$ cat src/rtl/mem_arb_pkg.sv
// mem_arb_pkg: shared state type, owner codes and starvation counter sizing
package mem_arb_pkg;
    typedef enum logic [1:0] {IDLE, ACCESS, WAIT, RESP} state_t;
    localparam logic OWNER_CPU = 1'b0;
    localparam logic OWNER_LDR = 1'b1;
    function automatic int cnt_w(input int max);
        return max < 1 ? 1 : $clog2(max + 1);
    endfunction
    localparam int STARVE_MAX_DEF = 8;
    localparam int STARVE_W = cnt_w(STARVE_MAX_DEF);
endpackage

$ cat src/rtl/mem_arb_pick.sv
// mem_arb_pick: combinational winner choice between CPU and loader
// ports: cpu_req/ldr_req/ldr_lock requests, last_owner and starve_cnt history, winner result
module mem_arb_pick
    import mem_arb_pkg::*;
#(
    parameter int STARVE_MAX = STARVE_MAX_DEF,
    parameter int CW = cnt_w(STARVE_MAX)
) (
    input  logic          cpu_req,
    input  logic          ldr_req,
    input  logic          ldr_lock,
    input  logic          last_owner,
    input  logic [CW-1:0] starve_cnt,
    output logic          winner
);
    logic keep_ldr;
    // the lock only extends an existing loader tenure, and only until the CPU has waited long enough
    assign keep_ldr = ldr_lock && last_owner == OWNER_LDR && starve_cnt < CW'(STARVE_MAX);
    assign winner = !ldr_req ? OWNER_CPU :
                    !cpu_req ? OWNER_LDR :
                    keep_ldr ? OWNER_LDR : ~last_owner;
endmodule

$ cat src/rtl/mem_port_arbiter.sv
// mem_port_arbiter: shares one single-port memory between the CPU and a loader port
// ports: cpu_* and ldr_* req/ack handshake sets, mem_* memory side, busy/owner status
module mem_port_arbiter
    import mem_arb_pkg::*;
#(
    parameter int DATA_W = 8,
    parameter int ADDR_W = 8,
    parameter int READ_LAT = 1,
    parameter int STARVE_MAX = STARVE_MAX_DEF
) (
    input  logic              clk,
    input  logic              reset,
    input  logic              cpu_req,
    input  logic              cpu_we,
    input  logic [ADDR_W-1:0] cpu_addr,
    input  logic [DATA_W-1:0] cpu_wdata,
    output logic              cpu_gnt,
    output logic              cpu_ack,
    output logic [DATA_W-1:0] cpu_rdata,
    input  logic              ldr_req,
    input  logic              ldr_we,
    input  logic [ADDR_W-1:0] ldr_addr,
    input  logic [DATA_W-1:0] ldr_wdata,
    input  logic              ldr_lock,
    output logic              ldr_gnt,
    output logic              ldr_ack,
    output logic [DATA_W-1:0] ldr_rdata,
    output logic              mem_write,
    output logic [ADDR_W-1:0] mem_addr,
    output logic [DATA_W-1:0] mem_wdata,
    input  logic [DATA_W-1:0] mem_rdata,
    output logic              busy,
    output logic              owner
);
    localparam int CW = cnt_w(STARVE_MAX);
    state_t        state;
    logic          last_owner, we_q, winner;
    logic [CW-1:0] starve_cnt;
    logic [1:0]    wcnt;
    mem_arb_pick #(.STARVE_MAX(STARVE_MAX), .CW(CW)) u_pick (
        .cpu_req(cpu_req),
        .ldr_req(ldr_req),
        .ldr_lock(ldr_lock),
        .last_owner(last_owner),
        .starve_cnt(starve_cnt),
        .winner(winner)
    );
    always_ff @(posedge clk) begin
        if (reset) begin
            state      <= IDLE;
            last_owner <= OWNER_LDR;
            starve_cnt <= '0;
            wcnt       <= '0;
            we_q       <= 1'b0;
            cpu_gnt    <= 1'b0;
            cpu_ack    <= 1'b0;
            cpu_rdata  <= '0;
            ldr_gnt    <= 1'b0;
            ldr_ack    <= 1'b0;
            ldr_rdata  <= '0;
            mem_write  <= 1'b0;
            mem_addr   <= '0;
            mem_wdata  <= '0;
            busy       <= 1'b0;
            owner      <= OWNER_CPU;
        end else begin
            case (state)
                IDLE: if (cpu_req || ldr_req) begin
                    state      <= ACCESS;
                    busy       <= 1'b1;
                    owner      <= winner;
                    last_owner <= winner;
                    we_q       <= winner ? ldr_we : cpu_we;
                    mem_write  <= winner ? ldr_we : cpu_we;
                    mem_addr   <= winner ? ldr_addr : cpu_addr;
                    mem_wdata  <= winner ? ldr_wdata : cpu_wdata;
                    cpu_gnt    <= winner == OWNER_CPU;
                    ldr_gnt    <= winner == OWNER_LDR;
                    // counts loader grants the CPU had to sit through; saturates at STARVE_MAX
                    starve_cnt <= (winner == OWNER_CPU || !cpu_req) ? '0 :
                                  starve_cnt == CW'(STARVE_MAX) ? starve_cnt : starve_cnt + CW'(1);
                end
                ACCESS: begin
                    state     <= WAIT;
                    mem_write <= 1'b0;
                    wcnt      <= 2'(READ_LAT - 1);
                end
                WAIT: if (wcnt == 2'd0) begin
                    state   <= RESP;
                    cpu_ack <= owner == OWNER_CPU;
                    ldr_ack <= owner == OWNER_LDR;
                    if (!we_q && owner == OWNER_CPU) cpu_rdata <= mem_rdata;
                    if (!we_q && owner == OWNER_LDR) ldr_rdata <= mem_rdata;
                end else begin
                    wcnt <= wcnt - 2'd1;
                end
                default: begin
                    state   <= IDLE;
                    busy    <= 1'b0;
                    cpu_gnt <= 1'b0;
                    ldr_gnt <= 1'b0;
                    cpu_ack <= 1'b0;
                    ldr_ack <= 1'b0;
                end
            endcase
        end
    end
endmodule

$ cat config.mk
export PLATFORM = sky130hd
export DESIGN_NAME = mem_port_arbiter
export DESIGN_NICKNAME = d
export VERILOG_FILES = /design/src/rtl/mem_arb_pkg.sv /design/src/rtl/mem_arb_pick.sv /design/src/rtl/mem_port_arbiter.sv
export SDC_FILE = /design/constraint.sdc
export NUM_CORES = 1
export LEC_CHECK = 0
export ABC_AREA = 1
export CAP_MARGIN = 10
export CORE_MARGIN = 2
export CORE_UTILIZATION = 48
export CTS_BUF_LIST = sky130_fd_sc_hd__clkbuf_2
export CTS_CLUSTER_DIAMETER = 60
export DETAILED_ROUTE_END_ITERATION = 6
export GPL_TIMING_DRIVEN = 1
export PLACE_DENSITY = 0.95
export SLEW_MARGIN = 10
export SYNTH_ARGS = -nofsm -noshare
export SYNTH_HDL_FRONTEND = slang
export SYNTH_SLANG_ARGS = --single-unit
$ cat constraint.sdc
create_clock -name clk -period 3.9 [get_ports clk]
set_input_delay 0.78 -clock clk [delete_from_list [all_inputs] [get_ports clk]]
set_output_delay 0.78 -clock clk [all_outputs]
set_load 0.02 [all_outputs]
-- After elaboration in Yosys (flattened, before gate mapping)
Index checks and enable logic that the tools add are counted.
- register bits: 49
- bits in latches: 0
- bits in writable memories: 0
- memory bits (read-only): 0
- input bits: 47
- output and inout port bits: 39
- logic and storage cells: 79
- memories kept: 0
- $add $sub $neg: 2
- multiply operators: 0
- divide/modulo/power cells: 0
- order comparisons: 1
- equality and inequality tests: 7
- shift operators: 0
- mux-type cells: 25
- bitwise operators: 5
- reduce and logical (&&, ||, !) cells: 23
- operators by type and width (kind ; count):
    8-bit two-way mux ; 2
    1-bit case mux with 2 select lines ; 6
    2-bit AND reduction ; 6
    1-bit two-way mux ; 10
    3-bit AND reduction ; 3
    4-bit two-way mux ; 2
    2-bit != test (second input constant) ; 4
    2-bit two-way mux ; 3
    2-bit case mux with 3 select lines ; 1
    1-bit inverter ; 5
    4-bit by 1-bit adder with 4-bit output (second input constant) ; 1
    4-bit == test (second input constant) ; 1
    1-bit logical AND ; 4
    2-bit zero test ; 2
    4-bit < comparator (second input constant) ; 1
    2-bit case mux with 2 select lines ; 1
    2-bit nonzero test ; 2
    2-bit OR reduction ; 2
    2-bit by 1-bit == test with 1-bit output (second input constant) ; 1
    2-bit == test (second input constant) ; 1
    1-bit zero test ; 2
    1-bit logical OR ; 2
    2-bit by 1-bit subtractor with 2-bit output (second input constant) ; 1

-- Logic depth before layout (Yosys ltp)
- word-level depth: 9
- depth in mapped cells: 10
- gate-level depth less buffers: 9

-- By module
A second synthesis with hierarchy kept.
- cells, all modules: 281
- area, all modules: 2138.3 µm²
- modules (own cells, without submodules) (module ; instances ; cells an instance ; area an instance (µm²) ; seq. area each (µm²)):
    mem_port_arbiter ; 1 ; 275 ; 2110.8 ; 980.9
    mem_arb_pick ; 1 ; 6 ; 27.5 ; 0.0

-- Least setup slack after synthesis
No wires, ideal clock.
- path type: input -> register
- start: input port cpu_req
- end: register mem_addr[1]
- setup time: 116 ps
- arrival: 1479 ps
- required time: 3784 ps
- slack: 2304 ps
- stages on the path: 10
- path buffers: 2
- cells stage by stage: nand2_1 inv_1 nand2_2 nand2_2 buf_6 buf_8 nand2_1 nand3_1 o211ai_1 inv_1
- word-level cells in the longest chain between the ends: 3
- elaborated cells between the ends (all ways): 5
- classes of those cells: mux: 3; reduce/logical: 2
- ends and longest elaborated chain (what ; line ; source):
    start: declaration ; mem_port_arbiter.sv:13 ; input logic cpu_req,
    1-bit two-way mux ; mem_arb_pick.sv:20 ; !cpu_req ? OWNER_LDR :
    1-bit two-way mux ; mem_arb_pick.sv:19 ; assign winner = !ldr_req ? OWNER_CPU :
    8-bit two-way mux ; mem_port_arbiter.sv:75 ; mem_addr <= winner ? ldr_addr : cpu_addr;
    end signal: assignment ; mem_port_arbiter.sv:75 ;
    end: declaration ; mem_port_arbiter.sv:29 ; output logic [ADDR_W-1:0] mem_addr,
Parallel ways exist; a longest one is shown, timed or not.
A chain may end at the register's enable or synchronous reset.

==> impl_results.md <==
- Post-cts hold buffer count: 0
- R2R Path Start: state[0]
- Avg Synthesized Cell Area: 7.49 um2
- Post-CTS setup buffer count: 0
- Fin Clk Skew: 0.0255 ns
- # fillers: 356
- Inserted Diodes: 0
- First-pass GRT wire length: 9030 um
- Fmax: 417 MHz
- Number of standard cells in the final layout excluding fillers: 429
- Grt total ovfl: 0
- Worst setup EP type: flip-flop
- TritonRoute pass-1 iters: 4
- Clk_lat worst skew: 0.43 ns
- Synth Instances: 295
- RePlAce Congestion: 0.831
- Worst path arrival time: 2.75 ns
- VDD IR max: 0.000373 V
- Starting Density: 0.504
- Worst Setup Start Kind: input port
- Max-slew violations: 0
- Layout cells sized above 1: 0.0504
- Clk slew on worst S/H paths: 0.25 ns
- Sequential cell area: 981 um2
- Final worst-path cycle share: 0.614
- FF+latch count, synth: 49
- Unrepaired setup endpoints after global routing: no
- Critical-path maximum fanout: 38
- Fin. Hold Viols: 0
- Worst Hold Class: reg -> reg
- DIE WIDTH: 71.8 um
- Sequential share of the synthesized area: 0.444
- Area added between synthesis and finish: 39.2%
- Required @ worst endpoint: 4.25 ns
- Number of buffers created by CTS: 5
- Initial antenna violation count: 0
- Post-cts repair resize count: 0
- I/O pins: 86
- Number of global-route vias before repair: 2,018
- Mapped cell area: 2210 um2
- Post-DP HPWL: 4010 um
- Worst R2R Setup Slack: 2.04 ns
- Die Y: 71.8 um
- Final setup fails: 0
- Vias/cell: 5.15
- Least-Margin Pin Slew: 0.996 ns
- Detailed-route DRC error count: 0
- Nets: 430
- Clk sink count: 49
- Critical path type: in -> reg
- Synth warnings: 0
- Leak pwr: 1.36 nW
- Core Box Area: 4380 um2
- WL per Instance: 12.7 um
- CTS tree: built
- Largest net degree at the start of global routing: 41
- Num rows: 24
- Vias post-DR: 2,208
- Hold_sp: wcnt[0]
- Syn_nets: 349
- Clock root buffer: clkbuf_2
- GRT Util Overall: 0.218
- Count of max-cap constraint violations: 0
- Footprint of the multi-input gates: 965 um2
- Detailed Route WL: 5460 um
- Count of cell types in the netlist: 23
- CP startpoint: reset
- Post-placement cell count: 421
- H-tree Lvls: 2
- Status: completed
- PortBufs: 85
- Detail Route Antenna Nets: 0
- Final setup TNS: 0 ns
- Slew headroom: 0.335
- Die ar.: 5160 um2
- Period minus WS final: 2.40 ns
- CTS Buffer Depth: 2
- PwrDens: 616 nW/um2
- Drt initial violations: 128
flip-flops by register name, summed over array words and instances, names as in the netlist:
signal      cells
busy            1
wcnt            2
owner           1
cpu_gnt         1
ldr_ack         1
state           2
starve_cnt      4
cpu_ack         1
ldr_rdata       8
mem_addr        8
cpu_rdata       8
mem_wdata       8
mem_write       1
last_owner      1
ldr_gnt         1
we_q            1
per-layer routing:
metal	GRT usage	wire [um]	vias up
met2	0.363	2640	94
met5	0	0	-
li1	-	-	1107
met1	0.270	2250	997
met4	0.0566	73	0
met3	0.0774	499	10
synthesized netlist by cell type (all sizes together):
cell type | count | area share
o21ai | 24 | 0.054
clkbuf | 4 | 0.011
ha | 7 | 0.040
dfxtp | 49 | 0.44
nor2 | 45 | 0.079
nand4 | 5 | 0.014
a21oi | 15 | 0.034
nand3 | 20 | 0.045
xor2 | 2 | 0.0079
o211ai | 16 | 0.054
buf | 8 | 0.035
nand2 | 54 | 0.099
nand3b | 1 | 0.0034
inv | 43 | 0.073
a22oi | 1 | 0.0034
o22ai | 1 | 0.0028
cell type report:
cell class	instances	area share
repair buffers	86	0.279
multi-input cells	191	0.314
well taps	52	0.0212
flip-flops and latches	49	0.319
inverters	43	0.0525
clock inverters	2	0.00448
clock buffers	6	0.00977
worst max-delay path, cell delays in order:
cell,delay (ns)
clkdlybuf4s50_1,0.62
inv_1,0.83
o21ai_0,0.29
a21oi_1,0.20
cells in the final DEF (no fill, tap or decap):
master / instances
clkinv_2: 1
inv_1: 41
xor2_1: 2
inv_2: 2
o21ai_0: 24
inv_6: 1
clkdlybuf4s50_1: 85
nor2_2: 2
dfxtp_1: 49
nor2_1: 43
ha_1: 7
nand2_2: 6
nand3b_1: 1
nand2_1: 48
o22ai_1: 1
nand3_1: 20
nand4_1: 5
clkbuf_2: 6
a22oi_1: 1
buf_4: 1
o211ai_1: 16
a21oi_1: 15
power by group:
group	switching [W]	leakage (nW)	total, W	internal (W)
logic	0.000536	0.927	0.000943	0.000407
clock network	0.000165	0.0334	0.000214	0.0000486
registers	0.0000907	0.402	0.000738	0.000647
total	0.000792	1.36	0.00189	0.00110
final timing paths:
check | end | depth (start not counted)
max | state[1] | 4
min | wcnt[0] | 1
max reg2reg | cpu_gnt | 9
min reg2reg | wcnt[0] | 1
per-stage QoR:
step	setup WS [ns]	total power, W	util	cell area, um2	hold WS (ns)
4_1_cts	1.61	0.00190	0.701	3070	0.485
6_report	1.50	0.00189	0.701	3070	0.481
5_1_grt	1.33	0.00203	0.701	3070	0.512
3_5_place_dp	1.19	0.00168	0.691	3030	0.455
2_1_floorplan	2.30	0.00133	-	2210	0.426
3_3_place_gp	1.31	0.00165	0.691	3030	0.441
cells by family after synthesis:
group | share of synthesized area
simple gates | 0.240
compound gates | 0.149
buf+inv | 0.119
flops | 0.444
fa+ha+maj | 0.0397
xor+xnor | 0.00793
Power figures use the tool's default switching activity.
